## src/rtl/food_spawn_ctrl_pkg.sv

```systemverilog
// -----------------------------------------------------------------------------
// food_spawn_ctrl_pkg
// Shared definitions for the food spawn controller:
//   state_e         - controller state encoding
//   X_W / Y_W       - coordinate widths on the playfield
//   LFSR_TAPS       - feedback tap mask of the 8-bit maximal-length LFSR
//   lfsr8_next()    - one LFSR step: {q[6:0], q[7]^q[3]^q[2]^q[1]}
// -----------------------------------------------------------------------------
package food_spawn_ctrl_pkg;

  typedef enum logic [1:0] {
    ST_IDLE  = 2'd0,
    ST_GAP_X = 2'd1,
    ST_GAP_Y = 2'd2,
    ST_QUERY = 2'd3
  } state_e;

  localparam int X_W = 6;
  localparam int Y_W = 5;

  // Bits 7, 3, 2, 1 feed the XOR that becomes the new LSB.
  localparam logic [7:0] LFSR_TAPS = 8'b1000_1110;

  function automatic logic [7:0] lfsr8_next(input logic [7:0] q);
    return {q[6:0], ^(q & LFSR_TAPS)};
  endfunction

endpackage

```

## src/rtl/food_spawn_ctrl_lfsr8_step.sv

```systemverilog
// -----------------------------------------------------------------------------
// lfsr8_step
// Free-running 8-bit maximal-length LFSR. Steps every cycle, loads SEED on
// RESET. No enable: player timing is the entropy source.
// Ports:
//   CLK   - clock
//   RESET - synchronous active-high reset (loads SEED)
//   q     - current LFSR value
// -----------------------------------------------------------------------------
module lfsr8_step
  import food_spawn_ctrl_pkg::*;
#(
  parameter logic [7:0] SEED = 8'd10
) (
  input  logic       CLK,
  input  logic       RESET,
  output logic [7:0] q
);

  logic [7:0] q_q;
  logic [7:0] q_d;

  // Next LFSR value.
  always_comb begin
    q_d = lfsr8_next(q_q);
  end

  // LFSR state register.
  always_ff @(posedge CLK) begin
    if (RESET) begin
      q_q <= SEED;
    end else begin
      q_q <= q_d;
    end
  end

  assign q = q_q;

endmodule

```

## src/rtl/food_spawn_ctrl.sv

```systemverilog
// -----------------------------------------------------------------------------
// food_spawn_ctrl
// Places a new food cell: draws x then y from the LFSR (8 steps apart so each
// sample is a fully refreshed byte), rejects out-of-grid values, asks the snake
// body store whether the cell is occupied and retries until a free cell is
// found or MAX_TRIES rejections have happened.
// Ports:
//   CLK, RESET         - clock, synchronous active-high reset
//   spawn_req          - one-cycle request, ignored while busy
//   occ_req/occ_x/occ_y- occupancy query toward the body store
//   occ_ack/occ_hit    - query answer (hit = occupied)
//   food_x/food_y      - committed food position
//   food_valid         - a placed food is held
//   spawn_done         - one-cycle pulse on commit
//   spawn_fail         - one-cycle pulse on retry budget exhaustion
//   busy               - controller not idle
// -----------------------------------------------------------------------------
module food_spawn_ctrl
  import food_spawn_ctrl_pkg::*;
#(
  parameter int         GRID_X    = 40,
  parameter int         GRID_Y    = 30,
  parameter logic [7:0] SEED      = 8'd10,
  parameter int         MAX_TRIES = 64
) (
  input  logic           CLK,
  input  logic           RESET,
  input  logic           spawn_req,
  output logic           occ_req,
  output logic [X_W-1:0] occ_x,
  output logic [Y_W-1:0] occ_y,
  input  logic           occ_ack,
  input  logic           occ_hit,
  output logic [X_W-1:0] food_x,
  output logic [Y_W-1:0] food_y,
  output logic           food_valid,
  output logic           spawn_done,
  output logic           spawn_fail,
  output logic           busy
);

  logic [7:0]     lfsr_q;
  logic           lfsr_unused_s;

  state_e         state_q;
  logic [2:0]     cnt_q;
  logic [7:0]     tries_q;
  logic [X_W-1:0] cand_x_q;
  logic [Y_W-1:0] cand_y_q;
  logic [X_W-1:0] food_x_q;
  logic [Y_W-1:0] food_y_q;
  logic           food_valid_q;
  logic           done_q;
  logic           fail_q;
  logic           occ_req_q;
  logic           busy_q;

  logic           x_ok_s;
  logic           y_ok_s;
  logic           reject_s;
  logic [7:0]     tries_inc_s;
  logic           last_try_s;

  lfsr8_step #(.SEED(SEED)) u_lfsr (
    .CLK   (CLK),
    .RESET (RESET),
    .q     (lfsr_q)
  );

  // Only the low bits are sampled as coordinates.
  assign lfsr_unused_s = ^lfsr_q[7:6];

  // Range checks on the current LFSR sample and the shared rejection decision.
  always_comb begin
    x_ok_s      = ({1'b0, lfsr_q[X_W-1:0]} < 7'(GRID_X));
    y_ok_s      = ({1'b0, lfsr_q[Y_W-1:0]} < 6'(GRID_Y));
    tries_inc_s = tries_q + 8'd1;
    last_try_s  = (tries_inc_s == 8'(MAX_TRIES));
    reject_s    = 1'b0;
    case (state_q)
      ST_GAP_X: reject_s = (cnt_q == 3'd7) && !x_ok_s;
      ST_GAP_Y: reject_s = (cnt_q == 3'd7) && !y_ok_s;
      ST_QUERY: reject_s = occ_ack && occ_hit;
      default:  reject_s = 1'b0;
    endcase
  end

  // Controller FSM with registered outputs.
  always_ff @(posedge CLK) begin
    if (RESET) begin
      state_q      <= ST_IDLE;
      cnt_q        <= 3'd0;
      tries_q      <= 8'd0;
      cand_x_q     <= '0;
      cand_y_q     <= '0;
      food_x_q     <= '0;
      food_y_q     <= '0;
      food_valid_q <= 1'b0;
      done_q       <= 1'b0;
      fail_q       <= 1'b0;
      occ_req_q    <= 1'b0;
      busy_q       <= 1'b0;
    end else begin
      done_q <= 1'b0;
      fail_q <= 1'b0;
      // busy lags the return to IDLE by one cycle so a request coinciding
      // with the done/fail pulse is dropped.
      busy_q <= (state_q != ST_IDLE);
      case (state_q)
        ST_IDLE: begin
          if (spawn_req && !busy_q) begin
            food_valid_q <= 1'b0;
            tries_q      <= 8'd0;
            cnt_q        <= 3'd0;
            busy_q       <= 1'b1;
            state_q      <= ST_GAP_X;
          end
        end
        ST_GAP_X: begin
          cnt_q <= cnt_q + 3'd1;
          if ((cnt_q == 3'd7) && x_ok_s) begin
            cand_x_q <= lfsr_q[X_W-1:0];
            state_q  <= ST_GAP_Y;
          end
        end
        ST_GAP_Y: begin
          cnt_q <= cnt_q + 3'd1;
          if ((cnt_q == 3'd7) && y_ok_s) begin
            cand_y_q  <= lfsr_q[Y_W-1:0];
            occ_req_q <= 1'b1;
            state_q   <= ST_QUERY;
          end
        end
        ST_QUERY: begin
          if (occ_ack) begin
            occ_req_q <= 1'b0;
            if (!occ_hit) begin
              food_x_q     <= cand_x_q;
              food_y_q     <= cand_y_q;
              food_valid_q <= 1'b1;
              done_q       <= 1'b1;
              state_q      <= ST_IDLE;
            end
          end
        end
        default: begin
          state_q <= ST_IDLE;
        end
      endcase
      // Any rejection restarts the draw, or gives up when the budget is spent.
      if (reject_s) begin
        tries_q <= tries_inc_s;
        cnt_q   <= 3'd0;
        fail_q  <= last_try_s;
        state_q <= last_try_s ? ST_IDLE : ST_GAP_X;
      end
    end
  end

  assign occ_req    = occ_req_q;
  assign occ_x      = cand_x_q;
  assign occ_y      = cand_y_q;
  assign food_x     = food_x_q;
  assign food_y     = food_y_q;
  assign food_valid = food_valid_q;
  assign spawn_done = done_q;
  assign spawn_fail = fail_q;
  assign busy       = busy_q;

endmodule

```

## config.mk

```make
export PLATFORM = sky130hd
export DESIGN_NAME = food_spawn_ctrl
export DESIGN_NICKNAME = d
export VERILOG_FILES = /design/src/rtl/food_spawn_ctrl_pkg.sv /design/src/rtl/food_spawn_ctrl_lfsr8_step.sv /design/src/rtl/food_spawn_ctrl.sv
export SDC_FILE = /design/constraint.sdc
export NUM_CORES = 1
export LEC_CHECK = 0
export ABC_CLOCK_PERIOD_IN_PS = 2300
export BUFFER_PORTS_ARGS = -buffer_cell sky130_fd_sc_hd__buf_2
export CAP_MARGIN = 20
export CORE_MARGIN = 5
export CORE_UTILIZATION = 58
export CTS_BUF_LIST = sky130_fd_sc_hd__clkbuf_4
export CTS_CLUSTER_SIZE = 24
export DETAILED_ROUTE_END_ITERATION = 10
export GPL_ROUTABILITY_DRIVEN = 0
export MAX_ROUTING_LAYER = met4
export PLACE_DENSITY = 0.89
export SYNTH_ARGS = -nofsm -noshare
export SYNTH_HDL_FRONTEND = slang
export SYNTH_SLANG_ARGS = --single-unit
```

## constraint.sdc

```tcl
create_clock -name CLK -period 2.3 [get_ports CLK]
set_clock_uncertainty 0.1 [all_clocks]
set_input_delay 0.115 -clock CLK [delete_from_list [all_inputs] [get_ports CLK]]
set_output_delay 0.115 -clock CLK [all_outputs]
set_load 0.02 [all_outputs]
```

# Yosys cells after proc, flatten, opt, wreduce, memory -nomap -nowiden
# Index checks and enable logic that the tools add are counted.
# classes
add_sub_neg	2
n_lt_le_gt_ge	2
eq_ne	14
mux	24
bitwise_logic	4
reduce_logical	29
# op_table
cell	n
8-bit two-way mux	3
3-bit != test, second input constant	5
2-bit two-way mux	6
2-bit nonzero test	6
1-bit two-way mux	9
8-bit by 1-bit adder with 8-bit output, second input constant	1
8-bit by 7-bit equality test with 1-bit output, second input constant	1
2-bit != test, second input constant	4
2-bit case mux with 4 select lines	1
2-bit AND reduction	4
8-bit XOR reduction	1
1-bit logical AND	6
6-bit < comparator, second input constant	1
3-bit case mux with 2 select lines	1
3-bit AND reduction	2
2-bit OR reduction	3
5-bit < comparator, second input constant	1
5-bit AND reduction	1
2-bit equality test, second input constant	2
1-bit NOT	4
1-bit case mux with 2 select lines	2
4-bit AND reduction	1
3-bit by 1-bit adder with 3-bit output, second input constant	1
3-bit equality test, second input constant	1
other kinds (6)	8
# totals
reg_bits	48
inputBits	5
out_inout_bits	27
word_cells	88

# Depth between registers and ports, before layout
# Gate-level depths: netlist of run 1.
# logic_depth
depth_word	6
mapped_depth	8
mapped_depth_nobuf	7

# Cells and area by module
# A second synthesis of run 1 with hierarchy kept.
# unflattened
cells_unflattened	244
area_unflattened_um2	2113.3
# modules_own_cells
module	instances	cells_per_inst	area_each_um2	seq_area_each_um2
food_spawn_ctrl	1	218	1826.8	800.8
lfsr8_step	1	26	286.5	160.2

# Worst setup path before layout of run 1
# OpenSTA, ideal clock, no wires.
# synth_path
kind	reg2reg
startpoint	reg state_q[0]
endpoint	reg tries_q[3]
setup_ns	0.074
arrival_time_ns	1.644
t_required_ns	2.126
setup_slack_ns	0.482
stages_incl_launch_ff	9
n_path_buf	1
synth_period_minus_slack_ns	1.818
path_cell_list	dfxtp_1 inv_1 ha_1 and3b_1 a221o_1 a21oi_4 buf_6 nand3_1 a31oi_1
# synth_via
elab_chain_len	4
elab_cells_between_ends	9
cone_classes	3 x eq/ne; 2 x mux; 4 x reduce/logical
# synth_rtl
element	line_no	rtl
start, declared	food_spawn_ctrl.sv:45	state_e state_q;
start signal, assigned	food_spawn_ctrl.sv:155	state_q <= last_try_s ? ST_IDLE : ST_GAP_X;
2-bit equality test or 2-bit by 1-bit equality test with 1-bit output (tied branches)	food_spawn_ctrl.sv:80	case (state_q)
1-bit case mux with 3 select lines	food_spawn_ctrl.sv:80	
2-bit nonzero test (no source line)	n/a	
2-bit AND reduction (no source line)	n/a	
end signal, assigned	food_spawn_ctrl.sv:152	tries_q <= tries_inc_s;
end, declared	food_spawn_ctrl.sv:47	logic [7:0] tries_q;
# Several ways; a longest one is shown, not always the timed one.
# A chain may end at the register's enable or synchronous reset.

# Worst setup path in the final report of run 1
# layout_path
startpoint	reg state_q[0]
endpoint	reg cnt_q[2]
# layout_via
elab_chain_len	4
elab_cells_between_ends	11
cone_classes	4 x eq/ne; 2 x mux; 5 x reduce/logical
# layout_rtl
element	line_no	rtl
2-bit equality test or 2-bit by 1-bit equality test with 1-bit output (tied branches)	food_spawn_ctrl.sv:80, food_spawn_ctrl.sv:109	
2-bit OR reduction (no source line)	n/a	
2-bit nonzero test (no source line)	n/a	
2-bit AND reduction (no source line)	n/a	
end signal, assigned	food_spawn_ctrl.sv:120	cnt_q <= cnt_q + 3'd1;
end signal, assigned	food_spawn_ctrl.sv:127	cnt_q <= cnt_q + 3'd1;
end, declared	food_spawn_ctrl.sv:46	logic [2:0] cnt_q;
# Several ways; a longest one is shown, not always the timed one.

==> results of run 1 <==
==> power by group through the flow <==
stage | Sequential (W) | Clock [W] | Combinational, W
global route | 0.000920 | 0.000408 | 0.000354
global placement | 0.000927 | 0 | 0.000307
CTS | 0.000911 | 0.000373 | 0.000316
detailed placement | 0.000930 | 0 | 0.000314
floorplan | 0.000926 | 0 | 0.000246
finish | 0.000912 | 0.000359 | 0.000317
==> worst max-delay path, stage by stage, from the launching register on <==
cell	delay, ns
sky130_fd_sc_hd__dfxtp_1	0.35
sky130_fd_sc_hd__inv_1	0.10
sky130_fd_sc_hd__ha_1	0.27
sky130_fd_sc_hd__and3b_1	0.21
sky130_fd_sc_hd__a221o_1	0.31
sky130_fd_sc_hd__a21oi_4	0.35
sky130_fd_sc_hd__nand2b_1	0.17
sky130_fd_sc_hd__a21oi_1	0.15
==> logic make-up after synthesis <==
kind of cell,after synthesis,synth area share
buffers and inverters,18,0.03654
and+or+nand+nor,105,0.2454
AOI/OAI and AO/OA,40,0.1218
xor gates and xnor gates,4,0.01705
DFF,48,0.4677
muxes,14,0.06882
adders and majority gates,7,0.04263
==> how the worst max path moves through the flow <==
stage	end	slack, ns	depth (start not counted)
6_report	cnt_q[2]	0.23	7
5_1_grt	cnt_q[1]	0.05	7
4_1_cts	cnt_q[2]	0.24	7
3_5_place_dp	cnt_q[2]	0.27	7
3_3_place_gp	cnt_q[2]	0.35	7
2_1_floorplan	tries_q[3]	0.48	8
==> metrics by stage <==
stage / hold slack (ns) / instances / power [W] / cell area, µm² / utilization
global route: 0.002461 / 314 / 0.001682 / 2305 / 0.6800
CTS: 0.01531 / 314 / 0.001600 / 2305 / 0.6800
finish: 0.03225 / 314 / 0.001588 / 2305 / 0.6800
global placement: 0.3201 / 306 / 0.001235 / 2245 / 0.6622
detailed placement: 0.3251 / 306 / 0.001243 / 2245 / 0.6622
floorplan: 0.2108 / 236 / 0.001172 / 2054 / -
==> cells in the final DEF (no fill, tap or decap), types with 3 or more instances in the layout <==
cell	n
sky130_fd_sc_hd__a31oi_1	4
sky130_fd_sc_hd__nand2_1	32
sky130_fd_sc_hd__nand4_1	4
sky130_fd_sc_hd__o21ai_1	3
sky130_fd_sc_hd__buf_2	31
sky130_fd_sc_hd__or2_2	3
sky130_fd_sc_hd__clkbuf_4	5
sky130_fd_sc_hd__nor2_1	27
sky130_fd_sc_hd__inv_1	8
sky130_fd_sc_hd__or3_1	4
sky130_fd_sc_hd__xnor2_1	4
sky130_fd_sc_hd__mux2i_1	13
sky130_fd_sc_hd__ha_1	7
sky130_fd_sc_hd__nor2b_1	7
sky130_fd_sc_hd__nand3_1	16
sky130_fd_sc_hd__o21ai_0	3
sky130_fd_sc_hd__a21oi_1	18
sky130_fd_sc_hd__dfxtp_1	48
sky130_fd_sc_hd__buf_4	3
==> state kept, by name, indices dropped and copies added, names as in the netlist <==
signal / count
tries_q: 8
u_lfsr.q: 8
food_x: 6
occ_x: 6
food_y: 5
occ_y: 5
cnt_q: 3
state_q: 2
busy: 1
food_valid: 1
occ_req: 1
spawn_done: 1
spawn_fail: 1
==> metal layers <==
| layer | routed length (µm) | global-route usage | vias up |
|---|---|---|---|
| li1 | - | - | 874 |
| met1 | 1836 | 0.2202 | 795 |
| met2 | 1942 | 0.2765 | 39 |
| met3 | 188 | 0.05072 | 7 |
| met4 | 82 | 0.07158 | 0 |
| met5 | 0 | - | - |
==> Yosys cell counts (2+ instances only) <==
cell	count	area (µm²)
sky130_fd_sc_hd__nand4_1	4	25.02
sky130_fd_sc_hd__nand2b_1	2	12.51
sky130_fd_sc_hd__o211ai_1	2	15.01
sky130_fd_sc_hd__nand3b_1	2	15.01
sky130_fd_sc_hd__ha_1	7	87.58
sky130_fd_sc_hd__nor2_1	27	101.4
sky130_fd_sc_hd__xnor2_1	4	35.03
sky130_fd_sc_hd__and2_1	2	12.51
sky130_fd_sc_hd__inv_1	8	30.03
sky130_fd_sc_hd__nand2_1	32	120.1
sky130_fd_sc_hd__or2_2	3	18.77
sky130_fd_sc_hd__a21oi_1	18	90.09
sky130_fd_sc_hd__clkbuf_1	9	33.78
sky130_fd_sc_hd__or3_1	4	25.02
sky130_fd_sc_hd__nand3_1	16	80.08
sky130_fd_sc_hd__o21ai_1	3	15.01
sky130_fd_sc_hd__dfxtp_1	48	960.9
sky130_fd_sc_hd__a31oi_1	4	25.02
sky130_fd_sc_hd__mux2i_1	13	130.1
sky130_fd_sc_hd__nor2b_1	7	43.79
sky130_fd_sc_hd__o21ai_0	3	15.01
sky130_fd_sc_hd__nand4b_1	2	17.52
sky130_fd_sc_hd__o31ai_1	2	15.01
==> cell type report <==
class / instances / area, µm² / area share
Sequential cell: 48 / 960.9 / 0.4169
Multi-Input combinational cell: 170 / 1018 / 0.4419
Tap cell: 46 / 57.56 / 0.02497
Timing Repair Buffer: 35 / 187.7 / 0.08143
Clock inverter: 2 / 12.51 / 0.005429
Clock buffer: 5 / 37.54 / 0.01629
Inverter: 8 / 30.03 / 0.01303
==> results.ini, run 1 <==
[worst_setup_path]
critPathLaunchType = flip-flop
crit_type = flip-flop to flip-flop
cp_max_fo = 16
rrSetupSlack_ns = 0.23
reg2reg_depth = 7
cp-startpoint = state_q[0]
data_required_time_at_the_worst_endpoint_ns = 2.48
crit-reg2reg-launch = state_q[0]
crit-reg2reg-capture = cnt_q[2]
cp.arrival_ns = 2.25
worstSetupEndpointType = flip-flop

[synth]
synth_flop_cell = sky130_fd_sc_hd__dfxtp_1
yosysWarnings = 0
synth_seq_cells = 48
mapped_area_mm2 = 0.002054
synth_nets = 248
asyncSetResetFlopFracSynth = 0
synth-edff-count = 0
seq_area_frac_synth = 0.4677
postSynthCellCount = 236
synth.lib_cells_used.distinct = 37
synth_area_per_cell_um2 = 8.705

[detailed_routing]
num_vias = 1715
vias_per_cell = 5.462
ant_nets = 0
wl_per_cell_um = 12.89
drt_drc_violations_left = 0
drt_first_iter_violations = 133
route.final.wire_length_um = 4049
first_pass_iters = 5

[sta]
worst_case_setup_margin_in_the_final_layout_ns = 0.2341
endpoints_failing_hold = 0
highest_clock_frequency_the_design_can_meet_ghz = 0.4841
worst_slew_pin_slew_ns = 0.4762
finalMaxSlewViolations = 0
grt_setup_unrepaired = no
report.final.setup_viol = 0
maxSlewHeadroom = 0.6816
timing.final.crit_share = 0.8982
min_period_ns = 2.066
setup-tns-final_ns = 0

[global_route]
grt_pass1_vias = 1514
grt_antenna_before_repair = 0
grt.overflow.total = 0
grt_start_max_net_pins = 33
wire_length_of_the_first_global_routing_pass_um = 6962
grt_usage = 0.1790

[placement]
port-buffer-count = 31
post-place-ws_ns = 0.2677
hpwlAfterDp_um = 2944

[clock_tree]
post_cts.resized_instances = 0
cts_hold_buffers = 1
ctsHtreeMaxLevel = 2
worst_setup_hold_path_clk_slew_ns = 0.13
number_of_cts_inserted_buffers = 5
tritoncts = built
tritoncts_num_sinks = 48
cts.path.max_buffers = 2
worst_skew_pair.late_latency_ns = 0.35
postCtsSetupRepairBufs = 0
cts_root_buffer = sky130_fd_sc_hd__clkbuf_4

[layout]
fill_cells = 265
antennaDiodeCount = 0
finalNetCount = 280
post_route_cells_drive_above_1_share = 0.1754
synthToLayoutAreaGrowth_pct = 12.18

[power_and_ir_drop]
share_seq_of_total_power = 0.574
vdd_ir_drop_max_uv = 367.4
power_switching_share = 0.3011
switching_power_w = 0.0004783
power.density_mw_per_mm2 = 689.2
static-leakage-power_nw = 0.9513
comb_power_share = 0.200
cell_internal_pwr_w = 0.001110
clockPowerShare = 0.226

[floorplan]
initial_core_utilization = 0.6061
placement_rows = 21
overall_die_area_mm2 = 0.004832
design.core.area_mm2 = 0.003390
design.portCount = 32
die_width_um = 69.52
floorplan.die.height_um = 69.52

[hold_path]
min-delay-start = occ_ack
worst_hold_path.endpoint = occ_req
whs_path_depth = 4
hold_path_class = primary input to flip-flop

[outcome]
result_of_the_run = completed

[flow_run]
drv_cap = 0

No activity file was read; power rests on OpenSTA's default activity.
==> run 2: changes to the inputs <==
- ABC_AREA: not set -> 1
- ABC_CLOCK_PERIOD_IN_PS: 2300 -> not set
- CORE_ASPECT_RATIO: not set -> 1.2
==> results.ini, run 2 <==
[synth]
yosysMostFrequentCell = sky130_fd_sc_hd__nand2_1
postSynthCellCount = 275  ; +17%
asyncSetResetFlopFracSynth = 0  ; unchanged
seq_area_frac_synth = 0.4700  ; +0.002290
synth_area_per_cell_um2 = 7.434  ; -15%
netlist_top_cells_area = sky130_fd_sc_hd__dfxtp_1 (47%), sky130_fd_sc_hd__nand2_1 (10%), sky130_fd_sc_hd__nor2_1 (7.5%)
synthDominantCellAreaShare = 0.4700  ; +0.002290
synth_seq_cells = 48  ; unchanged
synth_nets = 287  ; +16%
synth.lib_cells_used.distinct = 26  ; -30%
synth.largest_area_cell = sky130_fd_sc_hd__dfxtp_1
synth_flop_cell = sky130_fd_sc_hd__dfxtp_1
mapped_area_mm2 = 0.002044  ; -0.49%
yosysWarnings = 0  ; unchanged
synth.cells.most_frequent = sky130_fd_sc_hd__nand2_1 (55), sky130_fd_sc_hd__dfxtp_1 (48), sky130_fd_sc_hd__nor2_1 (41), sky130_fd_sc_hd__inv_1 (29), sky130_fd_sc_hd__a21oi_1 (28)
synth-edff-count = 0  ; unchanged

[floorplan]
placement_rows = 23  ; +9.5%
overall_die_area_mm2 = 0.004818  ; -0.31%
initial_core_utilization = 0.6072  ; +0.001082
design.portCount = 32  ; unchanged
design.core.area_mm2 = 0.003367  ; -0.66%
die_width_um = 64.20  ; -7.6%
floorplan.die.height_um = 75.04  ; +7.9%

[placement]
placed_area_mm2 = 0.002228  ; -0.72%
numPlacedInstances = 338  ; +10%
hpwlAfterDp_um = 3172  ; +7.7%
post-place-ws_ns = 0.5331  ; +0.2654 ns
port-buffer-count = 31  ; unchanged

[global_route]
grt.overflow.total = 0  ; unchanged
grt_usage = 0.2042  ; +0.02520
grt_start_max_net_pins = 27  ; -18%
grt_antenna_before_repair = 0  ; unchanged
wire_length_of_the_first_global_routing_pass_um = 7679  ; +10%
grt_pass1_vias = 1784  ; +18%

[worst_setup_path]
cp-startpoint = state_q[0]
cp.arrival_ns = 2.00  ; -0.25 ns
crit_type = flip-flop to flip-flop
worstSetupEndpointType = flip-flop
data_required_time_at_the_worst_endpoint_ns = 2.48  ; about the same
crit-reg2reg-capture = tries_q[3]
cp_max_fo = 9  ; -7
critPathLaunchType = flip-flop
crit-reg2reg-launch = state_q[0]
rrSetupSlack_ns = 0.47  ; +0.24 ns
reg2reg_depth = 10  ; +3

[clock_tree]
tritoncts_num_sinks = 48  ; unchanged
cts_root_buffer = sky130_fd_sc_hd__clkbuf_4
worst_skew_pair.late_latency_ns = 0.35  ; about the same
worst_setup_hold_path_clk_slew_ns = 0.14  ; about the same
cts.path.max_buffers = 2  ; unchanged
postCtsSetupRepairBufs = 0  ; unchanged
ctsHtreeMaxLevel = 2  ; unchanged
tritoncts = built
number_of_cts_inserted_buffers = 5  ; unchanged

[layout]
fin_area_mm2 = 0.002318  ; +0.60%
fill_cells = 274  ; +3.4%
instances_no_fill = 347  ; +11%
multi_input_comb_area_um2 = 939.7  ; -7.7%
synthToLayoutAreaGrowth_pct = 13.40
most-common-layout-cells = sky130_fd_sc_hd__nand2_1 (55), sky130_fd_sc_hd__dfxtp_1 (48), sky130_fd_sc_hd__nor2_1 (41), sky130_fd_sc_hd__buf_2 (31), sky130_fd_sc_hd__inv_1 (29)
antennaDiodeCount = 0  ; unchanged
final_common_cell = sky130_fd_sc_hd__nand2_1
finalNetCount = 321  ; +15%
seq_area_um2 = 960.9  ; unchanged
post_route_cells_drive_above_1_share = 0.1581  ; -0.01731

[sta]
worst_case_setup_margin_in_the_final_layout_ns = 0.4710  ; +0.2369 ns
highest_clock_frequency_the_design_can_meet_ghz = 0.5468  ; +13%
maxSlewHeadroom = 0.5583  ; -0.1233
min_period_ns = 1.829  ; -0.2369 ns
setup-tns-final_ns = 0  ; unchanged
endpoints_failing_hold = 0  ; unchanged
report.final.setup_viol = 0  ; unchanged
finalMaxSlewViolations = 0  ; unchanged
grt_setup_unrepaired = no
worst_slew_pin_slew_ns = 0.6618  ; +0.1856 ns
timing.final.crit_share = 0.7952  ; -0.1030

[hold_path]
whs_path_depth = 2  ; -2
worst_hold_path.endpoint = u_lfsr.q[2]
hold_path_class = primary input to flip-flop
min-delay-start = RESET

[detailed_routing]
ant_nets = 0  ; unchanged
route.final.wire_length_um = 4365  ; +7.8%
num_vias = 1850  ; +7.9%
drt_first_iter_violations = 94  ; -29%
vias_per_cell = 5.331  ; -2.4%
wl_per_cell_um = 12.58  ; -2.4%
first_pass_iters = 4  ; -1
drt_drc_violations_left = 0  ; unchanged

[outcome]
result_of_the_run = completed

[power_and_ir_drop]
static-leakage-power_nw = 1.106  ; +16%
vdd_ir_drop_max_uv = 710.3  ; +93%
power.density_mw_per_mm2 = 777.5  ; +13%
totalPowerFinal_w = 0.001803  ; +13%

[flow_run]
drv_cap = 0  ; unchanged

==> run 2: changes by cell type after synthesis, sizes merged, moves of 4 or more <==
cell    change
a21oi       +9
a31oi       -4
clkbuf      -5
inv        +23
mux2i      -13
nand2      +25
nor2       +16
nor2b       -7
o21ai      +21
or3         -4
xnor2       -4
==> run 2: final cells by class <==
cell class	instances	share of cell area
Clock buffer	5	0.01619
Clock inverter	3	0.01835
Inverter	31	0.05127
Multi-Input combinational cell	190	0.4053
Sequential cell	48	0.4145
Tap cell	37	0.01997
Timing Repair Buffer	33	0.07447
==> run 2: worst max-delay path by stage <==
| stage | endpoint | slack, ns |
|---|---|---|
| 5_1_grt | tries_q[3] | 0.31 |
| 3_3_place_gp | state_q[0] | 0.60 |
| 4_1_cts | tries_q[3] | 0.47 |
| 6_report | tries_q[3] | 0.47 |
| 3_5_place_dp | tries_q[3] | 0.53 |
| 2_1_floorplan | tries_q[0] | 0.69 |
==> run 2: what timing repair did <==
| action | 4_1_cts | 5_1_grt |
|---|---|---|
| gates resized for setup | 0 | 0 |
| hold buffers | 1 | 0 |
| endpoints found under the hold margin | 1 | 0 |
==> run 2: power by group <==
group	total, W	switching (W)	internal [W]
Clock	0.000481	0.000254	0.000227
Combinational	0.000404	0.000265	0.000139
Sequential	0.000918	0.0000379	0.000880
==> run 2: cell families after synthesis <==
kind of cell             share of synthesized area
flip-flops                                  0.4700
AND/OR/NAND/NOR                             0.2625
buffers and inverters                      0.07037
adder cells (fa/ha/maj)                    0.04284
XOR/XNOR                                   0.01285
AO/OA/AOI/OAI                               0.1414
==> run 2: routing by layer <==
metal  GRT usage  part of all wire  vias to the layer above
met5           -                 0                        -
li1            -                 -                      951
met1      0.2349              0.42                      835
met4     0.09276             0.025                        0
met3     0.03433             0.044                       15
met2      0.3497              0.51                       49
==> run 2: per-stage QoR <==
stage                       util  hold WS, ns
after floorplan                -      0.09838
after global placement    0.6618       0.2896
after detailed placement  0.6618       0.2993
after CTS                 0.6886      0.04267
after global routing      0.6886      0.07638
final                     0.6886      0.05041
==> run 2: critical path, cell delays in order (launching register included) <==
cell and delay [ns]:
sky130_fd_sc_hd__dfxtp_1 0.39, sky130_fd_sc_hd__inv_1 0.08, sky130_fd_sc_hd__ha_1 0.36, sky130_fd_sc_hd__nand2_1 0.09, sky130_fd_sc_hd__nand3b_1 0.11, sky130_fd_sc_hd__nand2_2 0.06
sky130_fd_sc_hd__nand2_4 0.10, sky130_fd_sc_hd__inv_4 0.08, sky130_fd_sc_hd__nor2_8 0.13, sky130_fd_sc_hd__nand2_1 0.09, sky130_fd_sc_hd__a21oi_1 0.16
==> run 3: changes to the inputs <==
- ABC_AREA: 1 -> 0
- clock period: 2.3 -> 1.9 ns (I/O delays scaled with it)
==> results.ini, run 3 (same netlist as run 1, synthesis figures left out) <==
[layout]
post_route_cells_drive_above_1_share = 0.2464  ; +0.08836
instances_no_fill = 317  ; -8.6%
most-common-layout-cells = sky130_fd_sc_hd__dfxtp_1 (46), sky130_fd_sc_hd__nand2_1 (32), sky130_fd_sc_hd__buf_2 (31), sky130_fd_sc_hd__nor2_1 (25), sky130_fd_sc_hd__a21oi_1 (18)
final_common_cell = sky130_fd_sc_hd__dfxtp_1
fin_util = 0.7391  ; +0.05054
antennaDiodeCount = 0  ; unchanged
fill_cells = 234  ; -15%
multi_input_comb_area_mm2 = 0.001075  ; +14%
synthToLayoutAreaGrowth_pct = 21.13
fin_area_mm2 = 0.002489  ; +7.3%
finalNetCount = 291  ; -9.3%
seq_area_um2 = 965.9  ; +0.52%

[clock_tree]
number_of_cts_inserted_buffers = 5  ; unchanged
cts.path.max_buffers = 2  ; unchanged
tritoncts_num_sinks = 48  ; unchanged
worst_skew_pair.late_latency_ns = 0.37  ; +0.02 ns
postCtsSetupRepairBufs = 0  ; unchanged
tritoncts = built
ctsHtreeMaxLevel = 2  ; unchanged
cts_root_buffer = sky130_fd_sc_hd__clkbuf_4
worst_setup_hold_path_clk_slew_ns = 0.15  ; about the same

[worst_setup_path]
crit-reg2reg-launch = state_q[0]
crit_type = flip-flop to flip-flop
cp_num_buf_inv = 2  ; unchanged
data_required_time_at_the_worst_endpoint_ns = 2.12  ; -0.36 ns
worstSetupEndpointType = flip-flop
path_delay_family = simple AND/OR/NAND/NOR gates
critPathLaunchType = flip-flop
rrSetupSlack_ns = 0.05  ; -0.42 ns
crit-reg2reg-capture = tries_q[4]
cp_cell_instances = inv_4, ha_4, and3b_1, a221o_1, a21oi_4, buf_12, or3_1, a21oi_1
cp-endpoint = tries_q[4]
cp-startpoint = state_q[0]
timing.critical_path.slowest_cell_delay_ns = 0.38  ; about the same
cpMaxStageDelayCell = sky130_fd_sc_hd__dfxtp_2
cp.arrival_ns = 2.07  ; +0.07 ns
cp_num_cells = 8  ; -2
reg2reg_depth = 8  ; -2
cp_max_fo = 16  ; +7

[hold_path]
hold_path_class = primary input to flip-flop

[detailed_routing]
wl_met1_um = 1820  ; -0.66%
routed_length_on_met3_um = 202  ; +4.7%
drt_drc_violations_left = 0  ; unchanged
met2RoutedLength_um = 2067  ; -7.4%
wl_per_cell_um = 13.09  ; +4.1%
route.final.wire_length_um = 4150  ; -4.9%
drt_first_iter_violations = 93  ; -1.1%
num_vias = 1768  ; -4.4%
ant_nets = 0  ; unchanged
top_layer_used = met4
first_pass_iters = 4  ; unchanged
vias_per_cell = 5.577  ; +4.6%

[sta]
maxSlewHeadroom = 0.7073  ; +0.1490
finalMaxSlewViolations = 0  ; unchanged
worst_case_setup_margin_in_the_final_layout_ns = 0.04909  ; -0.4219 ns
worst_slew_pin_slew_ns = 0.4377  ; -0.2241 ns
min_period_ns = 1.851  ; +0.02194 ns
highest_clock_frequency_the_design_can_meet_ghz = 0.5403  ; -1.2%
endpoints_failing_hold = 0  ; unchanged
grt_setup_unrepaired = yes
report.final.setup_viol = 0  ; unchanged
timing.final.crit_share = 0.9742  ; +0.1790

[floorplan]
design.portCount = 32  ; unchanged
die_width_um = 64.33  ; +0.20%
floorplan.die.height_um = 75.20  ; +0.21%
overall_die_area_mm2 = 0.004837  ; +0.41%
initial_core_utilization = 0.6102  ; +0.002973
design.core.area_mm2 = 0.003367  ; unchanged
placement_rows = 23  ; unchanged

[placement]
post-place-ws_ns = -0.03343  ; -0.5665 ns
placed_area_mm2 = 0.002321  ; +4.2%
port-buffer-count = 31  ; unchanged
numPlacedInstances = 307  ; -9.2%
hpwlAfterDp_um = 2934  ; -7.5%

[global_route]
grt_usage = 0.1838  ; -0.02038
grt_start_max_net_pins = 32  ; +19%
grt_pass1_vias = 1552  ; -13%
grt.overflow.total = 0  ; unchanged
wire_length_of_the_first_global_routing_pass_um = 6886  ; -10%
grt_antenna_before_repair = 0  ; unchanged

[power_and_ir_drop]
power.density_mw_per_mm2 = 919.7  ; +18%
vdd_ir_drop_max_uv = 964.7  ; +36%
static-leakage-power_nw = 1.028  ; -7.1%

[flow_run]
drv_cap = 0  ; unchanged

[outcome]
result_of_the_run = completed

-- run 3: changes by cell type in the layout (fill, tap and decap cells not counted), moves of 11 or more --
cell / previous run / this run
sky130_fd_sc_hd__nand2_1: 55 / 32
sky130_fd_sc_hd__inv_1: 29 / 7
sky130_fd_sc_hd__o21ai_0: 26 / 3
sky130_fd_sc_hd__nor2_1: 41 / 25
sky130_fd_sc_hd__buf_4: 1 / 12
sky130_fd_sc_hd__mux2i_1: 0 / 13
-- run 3: stage by stage --
stage,setup TNS (ns),power [W],hold slack [ns]
floorplan,0,0.001419,0.1908
global placement,0,0.001572,0.3331
detailed placement,-0.07967,0.001591,0.3430
CTS,0,0.002221,0.01518
global route,-0.2057,0.002426,0.06789
finish,0,0.002289,0.05058
-- run 3: how the worst min path moves through the flow --
stage,depth (start not counted),to,slack [ns],startpoint
CTS,4,food_valid,0.02,occ_hit
floorplan,3,food_y[4],0.19,occ_hit
global route,3,spawn_done,0.07,occ_hit
detailed placement,2,food_x[1],0.34,food_x[1]
finish,4,food_valid,0.05,occ_hit
global placement,1,u_lfsr.q[7],0.33,u_lfsr.q[6]
-- run 3: area by class of cell --
| class | count | area share |
|---|---|---|
| timing repair buffer | 46 | 0.1146 |
| inverter | 8 | 0.01307 |
| sequential | 48 | 0.3881 |
| multi-input combinational | 170 | 0.4319 |
| clock buffer | 5 | 0.01508 |
| tap | 37 | 0.01860 |
| clock inverter | 3 | 0.01860 |
-- run 3: where the power goes --
group          internal (W)  total, W  switching (W)
logic              0.000254  0.000553       0.000299
clock network      0.000281  0.000629       0.000347
registers           0.00106   0.00111      0.0000448
-- run 3: timing repair --
action | 4_1_cts | 5_1_grt
hold buffers | 2 | 0
resized for setup | 2 | 14
pin swaps | 0 | 4
endpoints found under the setup margin | 4 | 14
endpoints found under the hold margin | 8 | 0
-- run 3: worst reg2reg max path, stage by stage, from the launching register on --
cell                      delay, ns
sky130_fd_sc_hd__dfxtp_2       0.38
sky130_fd_sc_hd__inv_4         0.06
sky130_fd_sc_hd__ha_4          0.17
sky130_fd_sc_hd__and3b_1       0.21
sky130_fd_sc_hd__a221o_1       0.18
sky130_fd_sc_hd__a21oi_4       0.08
sky130_fd_sc_hd__buf_12        0.15
sky130_fd_sc_hd__or3_1         0.34
sky130_fd_sc_hd__a21oi_1       0.14
-- run 3: metal layers --
layer / GRT usage / vias to the layer above
li1: - / 900
met5: - / -
met4: 0.06335 / 0
met3: 0.05522 / 7
met2: 0.3031 / 38
met1: 0.2132 / 823
